## config.mk

```make
export PLATFORM = sky130hd
export DESIGN_NAME = io_sequencer_flat
export DESIGN_NICKNAME = d
export VERILOG_FILES = /design/src/rtl/io_sequencer_pkg.sv /design/src/rtl/io_sequencer_if.sv /design/src/rtl/io_sequencer_btn_debouncer.sv /design/src/rtl/io_sequencer.sv /design/src/flat_wrapper.sv
export SDC_FILE = /design/constraint.sdc
export NUM_CORES = 1
export LEC_CHECK = 0
export ABC_AREA = 0
export ABC_CLOCK_PERIOD_IN_PS = 4400
export BUFFER_PORTS_ARGS = -buffer_cell sky130_fd_sc_hd__buf_4
export CAP_MARGIN = 20
export CORE_ASPECT_RATIO = 1.2
export CORE_MARGIN = 4
export CORE_UTILIZATION = 55
export CTS_CLUSTER_SIZE = 14
export DETAILED_ROUTE_END_ITERATION = 8
export PLACE_DENSITY = 0.84
export SLEW_MARGIN = 25
export SYNTH_ARGS = -nofsm -noshare
export SYNTH_HDL_FRONTEND = slang
export SYNTH_SLANG_ARGS = --single-unit
```

## constraint.sdc

```tcl
create_clock -name clock -period 4.4 [get_ports clock]
set_input_delay 0.22 -clock clock [delete_from_list [all_inputs] [get_ports clock]]
set_output_delay 0.22 -clock clock [all_outputs]
set_load 0.005 [all_outputs]
```

## src/rtl/io_sequencer_pkg.sv

```systemverilog
// Shared types and constants for the IN/OUT I/O sequencer.
package io_pkg;

    typedef enum logic [1:0] {
        IDLE,
        WAIT_RELEASE,
        WAIT_PRESS,
        CAPTURE
    } io_state_t;

    localparam int unsigned IO_WORD     = 32;
    localparam int unsigned SW_DEFAULT  = 17;
    localparam int unsigned ZEXT_WIDTH  = IO_WORD - SW_DEFAULT;

endpackage

```

## src/rtl/io_sequencer_if.sv

```systemverilog
// Bundle between the control unit / board I/O and the I/O sequencer.
interface io_sequencer_if #(
    parameter int unsigned SW_WIDTH = io_pkg::SW_DEFAULT
);
    import io_pkg::*;

    logic                 in_req;
    logic                 out_req;
    logic [SW_WIDTH-1:0]  switches;
    logic                 btn_enter;
    logic [IO_WORD-1:0]   out_data;
    logic                 stall;
    logic                 sel_in;
    logic [IO_WORD-1:0]   in_data;
    logic                 reg_write_in;
    logic [IO_WORD-1:0]   display;
    logic                 display_valid;
    logic                 waiting;

    modport master (
        output in_req, out_req, switches, btn_enter, out_data,
        input  stall, sel_in, in_data, reg_write_in, display, display_valid, waiting
    );

    modport slave (
        input  in_req, out_req, switches, btn_enter, out_data,
        output stall, sel_in, in_data, reg_write_in, display, display_valid, waiting
    );

endinterface

```

## src/rtl/io_sequencer_btn_debouncer.sv

```systemverilog
// Enter-button conditioning: 2-flop synchronizer, level debouncer and press pulse.
module btn_debouncer #(
    parameter int unsigned DEBOUNCE_CYCLES = 50000
) (
    input  logic clock,
    input  logic reset,
    input  logic btn,
    output logic level,
    output logic press
);

    localparam int unsigned     CW      = (DEBOUNCE_CYCLES > 1) ? $clog2(DEBOUNCE_CYCLES) : 1;
    localparam logic [CW-1:0]   CNT_MAX = CW'(DEBOUNCE_CYCLES - 1);

    logic          sync1;
    logic          sync2;
    logic [CW-1:0] cnt;

    // Counter clears on reaching CNT_MAX, so it can never wrap.
    always_ff @(posedge clock or posedge reset) begin
        if (reset) begin
            sync1 <= 1'b0;
            sync2 <= 1'b0;
            cnt   <= '0;
            level <= 1'b0;
            press <= 1'b0;
        end else begin
            sync1 <= btn;
            sync2 <= sync1;
            press <= 1'b0;
            if (sync2 == level) begin
                cnt <= '0;
            end else if (cnt == CNT_MAX) begin
                cnt   <= '0;
                level <= ~level;
                press <= ~level;
            end else begin
                cnt <= cnt + CW'(1);
            end
        end
    end

endmodule

```

## src/rtl/io_sequencer.sv

```systemverilog
// IN/OUT sequencer: stalls the core for a debounced switch entry and latches OUT values.
module io_sequencer
    import io_pkg::*;
#(
    parameter int unsigned DEBOUNCE_CYCLES = 50000,
    parameter int unsigned SW_WIDTH        = SW_DEFAULT
) (
    input  logic           clock,
    input  logic           reset,
    io_sequencer_if.slave  bus
);

    io_state_t           state;
    io_state_t           state_n;
    logic [SW_WIDTH-1:0] sw_sync1;
    logic [SW_WIDTH-1:0] sw_sync2;
    logic [IO_WORD-1:0]  sw_word;
    logic [IO_WORD-1:0]  in_data_q;
    logic [IO_WORD-1:0]  display_q;
    logic                display_valid_q;
    logic                echo_q;
    logic                btn_level;
    logic                btn_press;
    logic                capture_en;
    logic                stall;
    logic                sel_in;
    logic                reg_write_in;
    logic                waiting;

    btn_debouncer #(
        .DEBOUNCE_CYCLES(DEBOUNCE_CYCLES)
    ) u_debouncer (
        .clock (clock),
        .reset (reset),
        .btn   (bus.btn_enter),
        .level (btn_level),
        .press (btn_press)
    );

    assign sw_word = IO_WORD'(sw_sync2);

    always_ff @(posedge clock or posedge reset) begin
        if (reset) begin
            state <= IDLE;
        end else begin
            state <= state_n;
        end
    end

    always_comb begin
        state_n      = state;
        stall        = 1'b0;
        sel_in       = 1'b0;
        reg_write_in = 1'b0;
        waiting      = 1'b0;
        capture_en   = 1'b0;
        case (state)
            IDLE: begin
                if (bus.in_req) begin
                    stall   = 1'b1;
                    state_n = WAIT_RELEASE;
                end
            end
            WAIT_RELEASE: begin
                stall   = 1'b1;
                waiting = 1'b1;
                if (!btn_level) begin
                    state_n = WAIT_PRESS;
                end
            end
            WAIT_PRESS: begin
                stall   = 1'b1;
                waiting = 1'b1;
                if (btn_press) begin
                    capture_en = 1'b1;
                    state_n    = CAPTURE;
                end
            end
            CAPTURE: begin
                sel_in       = 1'b1;
                reg_write_in = 1'b1;
                state_n      = IDLE;
            end
            default: state_n = IDLE;
        endcase
    end

    // Echo display is loaded on entry to CAPTURE so it is visible alongside reg_write_in.
    always_ff @(posedge clock or posedge reset) begin
        if (reset) begin
            sw_sync1        <= '0;
            sw_sync2        <= '0;
            in_data_q       <= '0;
            display_q       <= '0;
            display_valid_q <= 1'b0;
            echo_q          <= 1'b0;
        end else begin
            sw_sync1 <= bus.switches;
            sw_sync2 <= sw_sync1;
            if (state == IDLE) begin
                if (bus.in_req) begin
                    echo_q <= bus.out_req;
                end else if (bus.out_req) begin
                    display_q       <= bus.out_data;
                    display_valid_q <= 1'b1;
                end
            end
            if (capture_en) begin
                in_data_q <= sw_word;
                if (echo_q) begin
                    display_q       <= sw_word;
                    display_valid_q <= 1'b1;
                end
            end
        end
    end

    assign bus.stall         = stall;
    assign bus.sel_in        = sel_in;
    assign bus.reg_write_in  = reg_write_in;
    assign bus.waiting       = waiting;
    assign bus.in_data       = in_data_q;
    assign bus.display       = display_q;
    assign bus.display_valid = display_valid_q;

endmodule

```

## src/flat_wrapper.sv

```systemverilog
// flat-port wrapper written by rule: the top's interface ports become plain ports
module io_sequencer_flat import io_pkg::*;
#(
    parameter int unsigned DEBOUNCE_CYCLES = 50000,
    parameter int unsigned SW_WIDTH        = SW_DEFAULT
)
  (clock, reset, bus_in_req, bus_out_req, bus_switches, bus_btn_enter, bus_out_data, bus_stall, bus_sel_in, bus_in_data, bus_reg_write_in, bus_display, bus_display_valid, bus_waiting);
  io_sequencer_if #(.SW_WIDTH(SW_WIDTH)) bus_i ();
  input  logic clock;
  input  logic reset;
  input wire logic [$bits(bus_i.in_req)-1:0] bus_in_req;
  input wire logic [$bits(bus_i.out_req)-1:0] bus_out_req;
  input wire logic [$bits(bus_i.switches)-1:0] bus_switches;
  input wire logic [$bits(bus_i.btn_enter)-1:0] bus_btn_enter;
  input wire logic [$bits(bus_i.out_data)-1:0] bus_out_data;
  output wire logic [$bits(bus_i.stall)-1:0] bus_stall;
  output wire logic [$bits(bus_i.sel_in)-1:0] bus_sel_in;
  output wire logic [$bits(bus_i.in_data)-1:0] bus_in_data;
  output wire logic [$bits(bus_i.reg_write_in)-1:0] bus_reg_write_in;
  output wire logic [$bits(bus_i.display)-1:0] bus_display;
  output wire logic [$bits(bus_i.display_valid)-1:0] bus_display_valid;
  output wire logic [$bits(bus_i.waiting)-1:0] bus_waiting;
  assign bus_i.in_req = bus_in_req;
  assign bus_i.out_req = bus_out_req;
  assign bus_i.switches = bus_switches;
  assign bus_i.btn_enter = bus_btn_enter;
  assign bus_i.out_data = bus_out_data;
  assign bus_stall = bus_i.stall;
  assign bus_sel_in = bus_i.sel_in;
  assign bus_in_data = bus_i.in_data;
  assign bus_reg_write_in = bus_i.reg_write_in;
  assign bus_display = bus_i.display;
  assign bus_display_valid = bus_i.display_valid;
  assign bus_waiting = bus_i.waiting;
  io_sequencer #(.DEBOUNCE_CYCLES(DEBOUNCE_CYCLES), .SW_WIDTH(SW_WIDTH)) u_core (.clock(clock), .reset(reset), .bus(bus_i));
endmodule
```

==> results of run 1 <==
## stage by stage
step / hold slack [ns] / area (sq um)
floorplan: 0.251 / 4280
global placement: 0.329 / 5020
detailed placement: 0.331 / 5020
global route: 0.0765 / 5430
finish: 0.0930 / 5430
CTS: 0.0764 / 5430
## cell usage after synthesis (all sizes together)
cell	instances	share of area
inv	7	0.0062
a21o	1	0.0018
nor2b	1	0.0021
nand3	6	0.0095
ha	6	0.018
nor3	4	0.0047
o32a	1	0.0024
xor2	3	0.0062
nor2	18	0.017
and3	3	0.0044
nand2	53	0.048
nand4	4	0.014
a21oi	17	0.020
dfrtp	107	0.63
o21ai	17	0.020
buf	24	0.043
nor4b	1	0.0035
clkbuf	5	0.0044
and2	1	0.0015
and4bb	2	0.0059
nor3b	1	0.0018
nor4	4	0.012
mux2	20	0.053
conb	1	0.00089
xnor2	12	0.025
or3	1	0.0015
mux2i	17	0.040
## flip-flops by register name, indices dropped and copies added (netlist names), 2 cells and up
register                flops
u_core.sw_sync2            17
u_core.sw_sync1            17
u_core.u_debouncer.cnt     16
u_core.bus.display         32
u_core.state                2
u_core.bus.in_data         17
## worst reg2reg max path, cell delays in order (launching register included)
cell     delay, ns
dfrtp_1       0.44
inv_1         0.12
ha_1          0.18
nor2b_2       0.18
and2_1        0.14
buf_4         0.38
mux2i_1       0.31
o21ai_1       0.09
## worst paths after layout
path	to	slack, ns	cells after the start
setup / recovery	u_core.bus.display[3]	2.44	7
hold / removal	u_core.bus.display[22]	0.09	3
setup reg to reg	u_core.bus.display[3]	2.44	7
hold reg to reg	u_core.u_debouncer.sync2	0.36	0
max in group asynchronous	u_core.bus.in_data[15]	2.78	4
min in group asynchronous	u_core.sw_sync2[5]	0.51	3
## power by group
part           total (mW)  switching, mW  internal [mW]
clock               0.637          0.353          0.284
combinational       0.666          0.280          0.387
sequential           1.27          0.108           1.16
total                2.57          0.741           1.83
## cell families after synthesis
| family | after synthesis |
|---|---|
| and+or+nand+nor | 99 |
| adders and majority gates | 6 |
| AOI/OAI and AO/OA | 36 |
| other | 1 |
| muxes | 37 |
| DFF | 107 |
| buffers and inverters | 36 |
| xor gates and xnor gates | 15 |
## metal layers
layer,track usage,wire (um)
met4,0.0734,167
met1,0.237,3340
met2,0.333,4480
met3,0.0380,621
met5,0,0
## area by class of cell
type	count	area, sq um
clock buffer	9	124
clock inverter	7	97.6
inverter	7	28.8
multi-input combinational	208	1380
timing repair buffer	128	1010
sequential	107	2680
tap	90	113
fill	489	1930
## timing repair
action / CTS / global route
hold buffers: 19 / 0
setup buffers: 0 / 0
endpoints found under the hold margin: 50 / 0
==> results by group, run 1 <==
Synthesis
  • Cells after Synth: 337
  • Largest family of logic cells by synthesized area: simple AND/OR/NAND/NOR gates
  • Adder and majority cell fraction of the synthesized area: 0.0177
  • Post-Synthesis Cell Area: 4230 sq um
  • Mean Syn Cell Area: 12.6 sq um
  • Count of cell types in the netlist: 35
  • #FFs+latches synth: 107
  • Post-Synth XOR/XNOR Area: 0.0311
  • Sequential share of the synthesized area: 0.633
  • Post-synthesis mux area share: 0.0935
  • Compound-cell area share of the yosys netlist: 0.0444
  • Yosys warns: 0
  • Simple-Gate Fraction of Synth Area: 0.126

Setup path
  • Critical Path Start Type: flop
  • Crit path arrival time: 2.19 ns
  • Launching element of the worst setup path: u_core.state[1]
  • Setup crit end kind: flop
  • Buf/Inv on CP: 2
  • Crit path largest cell delay: 0.44 ns
  • Cell family with most CP delay: buffers and inverters
  • WS Path Type: reg -> reg
  • Crit Path Max Fanout: 33
  • Crit path required time: 4.62 ns
  • Worst-path cell chain: inv_1 -> ha_1 -> nor2b_2 -> and2_1 -> buf_4 -> mux2i_1 -> o21ai_1
  • Slowest-stage cell, CP: dfrtp_1
  • Reg-to-Reg Start: u_core.state[1]

Routing
  • Total number of vias: 2,887
  • Detailed Route WL: 8.61 mm
  • Initial drt markers: 156
  • Drt first pass iters: 4
  • Post-DR wirelength/cell: 15.5 um
  • Routed Antenna Nets: 0
  • Remaining DRCs: 0
  • Via-to-Cell Ratio: 5.19

Clock tree
  • Clock buffer count from CTS: 9
  • Cts repair resizes: 0
  • CTS H-Tree Depth: 3
  • Clk Latency, worst-skew pair: 0.36 ns
  • Sink Count: 107
  • CTS root buffer: clkbuf_8
  • Clock-pin slew on the worst setup and hold paths: 0.12 ns
  • CTS tree: done
  • Max Root-Sink Buffers: 2

Placed design
  • IO Port Bufs: 107
  • Place WS: 2.45 ns
  • Hpwl dp: 6.10 mm
  • Gp weighted congestion: 0.785
  • Cell count after placement: 521

Final layout
  • Finished Layout Cells: 556
  • Post-layout util: 0.738
  • Antenna cell count: 0
  • Layout area overhead: 28.3%
  • Most frequent cells in the layout: 109 x buf_4, 107 x dfrtp_1, 52 x nand2_1
  • Commonest non-fill, non-tap cell in the layout: buf_4
  • Nets: 521
  • Share of post-route cells with drive strength above 1: 0.345

GRT
  • Vias in the first global route: 2,934
  • GRT Util Overall: 0.193
  • Global-route wire length before repair: 13.9 mm
  • Global route total overflow: 0
  • Largest net degree at the start of global routing: 60
  • Antenna violations before repair: 0

Timing
  • Setup violations, final: 0
  • Layout Skew: 0.0160 ns
  • Max Fclk: 0.509 GHz
  • Max-slew headroom: 0.439
  • RSZ-0062 raised after global routing: false
  • Fin Setup TNS: 0 ns
  • Final WS setup: 2.44 ns
  • Slew Limit Fails: 0
  • Worst slew pin tran: 0.839 ns
  • Hold Fails Final Rpt: 0
  • Final Cycle Share: 0.446
  • Minimum clock period: 1.96 ns

Floorplan
  • DIE HEIGHT: 104 um
  • Core Footprint: 7360 sq um
  • # rows: 34
  • DIE WIDTH: 88.1 um
  • Die area: 9160 sq um
  • IO Count: 123
  • Initial core utilization: 0.575

Pwr
  • Design Power: 2.57 mW
  • Pwr dens: 474 nW/um^2
  • Pleak: 2.59 nW
  • Maximum vdd ir drop: 0.284 mV

Job
  • Max-cap violations: 0

Run status
  • Outcome: finished, final reports clean

Worst hold path
  • Hold wc startpoint: bus_out_data[22]
  • HP Class: in -> reg
(Power assumes the default switching activity.)
==> run 2: changes to the inputs <==
--- a/config.mk
+++ b/config.mk
@@ -5,16 +5,16 @@
 export SDC_FILE = /design/constraint.sdc
 export NUM_CORES = 1
 export LEC_CHECK = 0
-export ABC_AREA = 0
-export ABC_CLOCK_PERIOD_IN_PS = 4400
+export ABC_AREA = 1
+export ABC_CLOCK_PERIOD_IN_PS = 2000
 export BUFFER_PORTS_ARGS = -buffer_cell sky130_fd_sc_hd__buf_4
 export CAP_MARGIN = 20
 export CORE_ASPECT_RATIO = 1.2
 export CORE_MARGIN = 4
-export CORE_UTILIZATION = 55
+export CORE_UTILIZATION = 52
 export CTS_CLUSTER_SIZE = 14
 export DETAILED_ROUTE_END_ITERATION = 8
-export PLACE_DENSITY = 0.84
+export PLACE_DENSITY = 0.79
 export SLEW_MARGIN = 25
 export SYNTH_ARGS = -nofsm -noshare
 export SYNTH_HDL_FRONTEND = slang
==> constraint.sdc (replaced) <==
create_clock -name clock -period 2 [get_ports clock]
set_input_delay 0.1 -clock clock [delete_from_list [all_inputs] [get_ports clock]]
set_output_delay 0.1 -clock clock [all_outputs]
set_load 0.005 [all_outputs]
==> run 2 against run 1 <==
Global-route usage up 0.88 points. Cell count up 25%. Flip-flop and latch count unchanged. Largest power group unchanged. Die area up 11%. Highest routed layer unchanged. Hold slack worse by 0.069 ns. Setup slack worse by 2.2 ns. First-iteration DRC count down 2.6%. Sequential share of layout area down 3.5 points.
==> results by group, run 2 <==
Run status
  • Outcome: finished, final reports clean

Synthesis
  • Post-synth EDFFs: 0
  • Post-synth top flop: dfrtp_1
  • Synth top area share: 0.600
  • #FFs+latches synth: 107
  • Cells after Synth: 438
  • Yosys warns: 0
  • Sequential share of the synthesized area: 0.600
  • Dominant cells by area after synthesis: dfrtp_1 60%, o21ai_0 6.3%, inv_1 5.3%, a21oi_1 3.5%, nand2_1 3.4%
  • Most common cell in the netlist: dfrtp_1
  • Count of cell types in the netlist: 33
  • Async SR Flop Fraction: 1.00
  • Post-Synthesis Cell Area: 4470 sq um
  • Synth top cells by count: 107 x dfrtp_1, 63 x inv_1, 56 x o21ai_0, 41 x nand2_1, 31 x a21oi_1
  • Mean Syn Cell Area: 10.2 sq um
  • Largest area contributor in the netlist: dfrtp_1

Timing
  • Hold Fails Final Rpt: 0
  • Slew Limit Fails: 0
  • Fin Setup TNS: 0 ns
  • Layout Skew: 0.00430 ns
  • Max-slew headroom: 0.579
  • Worst slew pin tran: 0.630 ns
  • Final Cycle Share: 0.871
  • Minimum clock period: 1.74 ns
  • Fin Hold WS: 0.0241 ns
  • Max Fclk: 0.574 GHz
  • Setup violations, final: 0
  • Final WS setup: 0.257 ns
  • RSZ-0062 raised after global routing: false

Setup path
  • Critical Path Start Type: flop
  • Crit Path Max Fanout: 8
  • Buf/Inv on CP: 3
  • Cell family with most CP delay: buffers and inverters
  • Crit path largest cell delay: 0.42 ns
  • Setup crit end kind: primary output
  • Slowest-stage cell, CP: dfrtp_1
  • Worst-path cell chain: inv_1 -> ha_1 -> buf_4 -> nand2_1 -> a21oi_1 -> buf_4
  • Most frequent CP cell: buf_4
  • Crit path arrival time: 1.64 ns
  • Crit path required time: 1.90 ns
  • WS Path Type: reg -> out

Routing
  • Remaining DRCs: 0
  • Detailed Route WL: 9.74 mm
  • Routed Antenna Nets: 0
  • Initial drt markers: 152
  • Total number of vias: 3,397
  • Post-DR wirelength/cell: 14.0 um
  • Via-to-Cell Ratio: 4.89
  • Drt first pass iters: 4

Placed design
  • Gp weighted congestion: 0.885
  • Cell count after placement: 649
  • Hpwl dp: 7.02 mm
  • Placed Area: 5360 sq um
  • IO Port Bufs: 107
  • Place WS: 0.355 ns

Clock tree
  • Max Root-Sink Buffers: 2
  • CTS root buffer: clkbuf_8
  • CTS tree: done
  • Clk Latency, worst-skew pair: 0.36 ns
  • Clock buffer count from CTS: 9
  • Cts hold-fix bufs: 29
  • Post-CTS Setup Inserts: 0
  • CTS H-Tree Depth: 3
  • Cts repair resizes: 0
  • Sink Count: 107
  • Clock-pin slew on the worst setup and hold paths: 0.10 ns

Pwr
  • Register share of total power: 0.486
  • Pwr dens: 969 nW/um^2
  • Comb pwr share: 0.289
  • Clk pwr share: 0.226
  • Sw frac: 0.296
  • Pleak: 3.02 nW
  • Internal Power: 3.99 mW
  • Maximum vdd ir drop: 0.363 mV
  • Design Power: 5.67 mW
  • Psw: 1.68 mW

Floorplan
  • # rows: 36
  • Core Footprint: 8240 sq um
  • Die area: 10,100 sq um
  • DIE WIDTH: 92.6 um
  • Initial core utilization: 0.542
  • DIE HEIGHT: 110 um
  • IO Count: 123

Final layout
  • Commonest non-fill, non-tap cell in the layout: buf_4
  • Nets: 635
  • Finished Layout Cells: 695
  • Post-layout util: 0.709
  • Number of flip-flops in the largest register: 32
  • Most frequent cells in the layout: 111 x buf_4, 107 x dfrtp_1, 62 x inv_1
  • Layout area overhead: 31.0%
  • Design area: 5850 sq um
  • Share of post-route cells with drive strength above 1: 0.293

Job
  • Max-cap violations: 0

GRT
  • Largest net degree at the start of global routing: 58
  • Antenna violations before repair: 0
  • GRT Util Overall: 0.202
  • Global route total overflow: 0
  • Global-route wire length before repair: 16.1 mm
  • Vias in the first global route: 3,399

Worst hold path
  • HP Class: in -> reg
[run 2: cell count changes in the layout (fill, tap and decap cells not counted), moves of 8 or more]
cell	delta
nand4_1	+10
nand2_1	-11
nand3_1	+13
dlygate4sd3_1	+10
xnor2_1	-12
a21oi_1	+14
inv_1	+56
o21ai_1	-8
mux2i_1	-17
o21ai_0	+53
mux2_2	-13
[run 2: cell families after synthesis]
| kind of cell | after synthesis | share of synthesized area |
|---|---|---|
| XOR/XNOR | 4 | 0.00953 |
| adder cells (fa/ha/maj) | 6 | 0.0168 |
| AND/OR/NAND/NOR | 117 | 0.142 |
| flip-flops | 107 | 0.600 |
| buffers and inverters | 100 | 0.101 |
| multiplexers | 7 | 0.0177 |
| AO/OA/AOI/OAI | 96 | 0.112 |
| other | 1 | 0.000840 |
[run 2: cell type report]
class / instances / area [sq um]
sequential: 107 / 2680
fill: 610 / 2390
multi-input combinational: 245 / 1390
timing repair buffer: 143 / 1180
inverter: 69 / 263
tap: 114 / 143
clock buffer: 10 / 128
clock inverter: 6 / 63.8
antenna: 1 / 2.50
[run 2: final timing paths]
check	start	to	slack (ns)	cells past startpoint
setup / recovery	u_core.state[0]	bus_stall	0.26	6
hold / removal	bus_out_data[30]	u_core.bus.display[30]	0.02	3
setup reg to reg	u_core.state[0]	u_core.bus.in_data[3]	0.30	6
hold reg to reg	u_core.sw_sync1[5]	u_core.sw_sync2[5]	0.35	0
max in group asynchronous	reset	u_core.sw_sync1[3]	1.00	4
min in group asynchronous	reset	u_core.u_debouncer.cnt[5]	0.39	3
[run 2: worst register-to-register path: cells and delay by family (launching register included)]
kind	cells	cell delay, ns
buffers and inverters	2	0.46
DFF	1	0.42
and+or+nand+nor	2	0.40
AOI/OAI and AO/OA	1	0.08
adders and majority gates	1	0.24
[run 2: power groups by stage]
stage	sequential, mW	clock [mW]	combinational (mW)
final	2.75	1.28	1.64
after global routing	2.80	1.42	1.82
after CTS	2.75	1.33	1.65
after detailed placement	2.79	0	1.59
after global placement	2.77	0	1.51
after floorplan	2.79	0	0.733
[run 2: per-layer routing]
| metal | GRT usage | vias up | wire [um] |
|---|---|---|---|
| met3 | 0.0465 | 22 | 493 |
| li1 | - | 1649 | - |
| met1 | 0.241 | 1626 | 3790 |
| met4 | 0.0690 | 0 | 233 |
| met5 | 0 | - | 0 |
| met2 | 0.361 | 100 | 5220 |
==> run 3: changes to the inputs <==
--- a/config.mk
+++ b/config.mk
@@ -5,13 +5,12 @@
 export SDC_FILE = /design/constraint.sdc
 export NUM_CORES = 1
 export LEC_CHECK = 0
-export ABC_AREA = 1
-export ABC_CLOCK_PERIOD_IN_PS = 2000
+export ABC_CLOCK_PERIOD_IN_PS = 1900
 export BUFFER_PORTS_ARGS = -buffer_cell sky130_fd_sc_hd__buf_4
 export CAP_MARGIN = 20
 export CORE_ASPECT_RATIO = 1.2
 export CORE_MARGIN = 4
-export CORE_UTILIZATION = 52
+export CORE_UTILIZATION = 51
 export CTS_CLUSTER_SIZE = 14
 export DETAILED_ROUTE_END_ITERATION = 8
 export PLACE_DENSITY = 0.79
==> constraint.sdc (replaced) <==
create_clock -name clock -period 1.9 [get_ports clock]
set_input_delay 0.095 -clock clock [delete_from_list [all_inputs] [get_ports clock]]
set_output_delay 0.095 -clock clock [all_outputs]
set_load 0.005 [all_outputs]
==> run 3 against run 2 <==
Flip-flop and latch count stayed put. Hold slack got worse by 0.011 ns. Clock skew rose by 0.0064 ns. Cell count fell by 15%. Sequential share of layout area grew 0.95 points. Wire length fell by 4.0%. Combinational power is essentially flat. Register-to-register slack worse by 0.18 ns.
==> results by group, run 3 (synthesis gave the netlist of run 1 again) <==
Run status
  • Outcome: finished, final reports clean

Clock tree
  • CTS H-Tree Depth: 3
  • Clk Latency, worst-skew pair: 0.38 ns
  • Clock-pin slew on the worst setup and hold paths: 0.11 ns
  • Clock buffer count from CTS: 9
  • Max Root-Sink Buffers: 2
  • CTS root buffer: clkbuf_8
  • Post-CTS Setup Inserts: 0
  • Sink Count: 107
  • CTS tree: done

Final layout
  • Layout area overhead: 35.4%
  • Antenna cell count: 0
  • Design area: 5730 sq um
  • Share of post-route cells with drive strength above 1: 0.344
  • Most frequent cells in the layout: 112 x buf_4, 107 x dfrtp_1, 52 x nand2_1
  • Number of flip-flops in the largest register: 32
  • Commonest non-fill, non-tap cell in the layout: buf_4
  • Nets: 549

Setup path
  • Crit Path Max Fanout: 16
  • Crit path required time: 2.16 ns
  • WS Path Type: reg -> reg
  • Launching element of the worst setup path: u_core.state[1]
  • Reg-to-Reg Start: u_core.state[1]
  • Crit path arrival time: 2.04 ns
  • Critical Path Start Type: flop
  • Setup crit end kind: flop

Worst hold path
  • Hold wc startpoint: bus_out_data[4]
  • HP Class: in -> reg

Routing
  • Drt first pass iters: 4
  • Routed Antenna Nets: 0
  • Remaining DRCs: 0
  • Initial drt markers: 144
  • Total number of vias: 2,961
  • Post-DR wirelength/cell: 15.9 um
  • Detailed Route WL: 9.35 mm
  • Via-to-Cell Ratio: 5.03

Timing
  • Setup violations, final: 0
  • Max Fclk: 0.563 GHz
  • Worst slew pin tran: 0.623 ns
  • Fin Setup TNS: 0 ns
  • Slew Limit Fails: 0
  • Hold Fails Final Rpt: 0
  • Minimum clock period: 1.78 ns
  • RSZ-0062 raised after global routing: false
  • Layout Skew: 0.0107 ns
  • Final Cycle Share: 0.935
  • Final WS setup: 0.124 ns
  • Max-slew headroom: 0.584

Placed design
  • Placed Area: 5130 sq um
  • Hpwl dp: 6.41 mm
  • IO Port Bufs: 107
  • Gp weighted congestion: 0.765
  • Place WS: 0.0769 ns

GRT
  • Largest net degree at the start of global routing: 37
  • Vias in the first global route: 3,169
  • GRT Util Overall: 0.197
  • Global route total overflow: 0
  • Global-route wire length before repair: 15.2 mm
  • Antenna violations before repair: 0

Floorplan
  • # rows: 36
  • DIE WIDTH: 91.1 um
  • Initial core utilization: 0.522
  • Die area: 9820 sq um
  • DIE HEIGHT: 108 um
  • Core Footprint: 8110 sq um
  • IO Count: 123

Pwr
  • Design Power: 5.88 mW
  • Pwr dens: 1030 nW/um^2
  • Pleak: 2.71 nW
  • Maximum vdd ir drop: 0.688 mV

Job
  • Max-cap violations: 0
-- run 3: where the power goes --
group / internal, mW / total [mW] / switching (mW)
combinational: 0.960 / 1.65 / 0.693
clock: 0.499 / 1.28 / 0.785
sequential: 2.69 / 2.94 / 0.257
total: 4.15 / 5.88 / 1.74
-- run 3: layer usage --
| layer | global-route usage | wire [um] |
|---|---|---|
| met5 | 0 | 0 |
| met4 | 0.0938 | 323 |
| met3 | 0.0441 | 496 |
| met2 | 0.333 | 4890 |
| met1 | 0.239 | 3640 |
-- run 3: timing repair --
| action | in CTS | in global routing |
|---|---|---|
| resized for setup | 0 | 2 |
| hold buffers | 39 | 0 |
| endpoints found under the setup margin | 0 | 8 |
| hold endpoints to repair | 62 | 0 |
-- run 3: worst max-delay path, cell delays in order (launching register included) --
cell and delay (ns):
dfrtp_1 0.43, inv_1 0.12, ha_1 0.19, nor2b_2 0.21
and2_4 0.21, buf_12 0.17, mux2i_1 0.23, o21ai_1 0.10
-- run 3: area by class of cell --
class                           instances  area [sq um]
Clock inverter                          7          60.1
Clock buffer                            9           124
Tap cell                               95           119
Fill cell                             551          2380
Multi-Input combinational cell        208          1380
Inverter                                7          30.0
Timing Repair Buffer                  156          1340
Sequential cell                       107          2680
-- run 3: final timing paths --
| check | endpoint | slack [ns] | depth (start not counted) |
|---|---|---|---|
| worst min-delay path | u_core.bus.display[4] | 0.01 | 3 |
| min in group asynchronous | u_core.sw_sync1[5] | 0.34 | 3 |
| worst min register to register | u_core.sw_sync2[10] | 0.36 | 0 |
| max in group asynchronous | u_core.u_debouncer.cnt[11] | 0.86 | 4 |
| worst max register to register | u_core.bus.display[8] | 0.12 | 7 |
| worst max-delay path | u_core.bus.display[8] | 0.12 | 7 |
-- run 3: per-stage QoR --
stage | std cells | utilization | hold slack [ns]
floorplan | 351 | - | 0.126
global placement | 533 | 0.632 | 0.197
detailed placement | 533 | 0.632 | 0.205
CTS | 588 | 0.703 | 0.000703
global route | 589 | 0.707 | 0.0150
finish | 589 | 0.707 | 0.0136
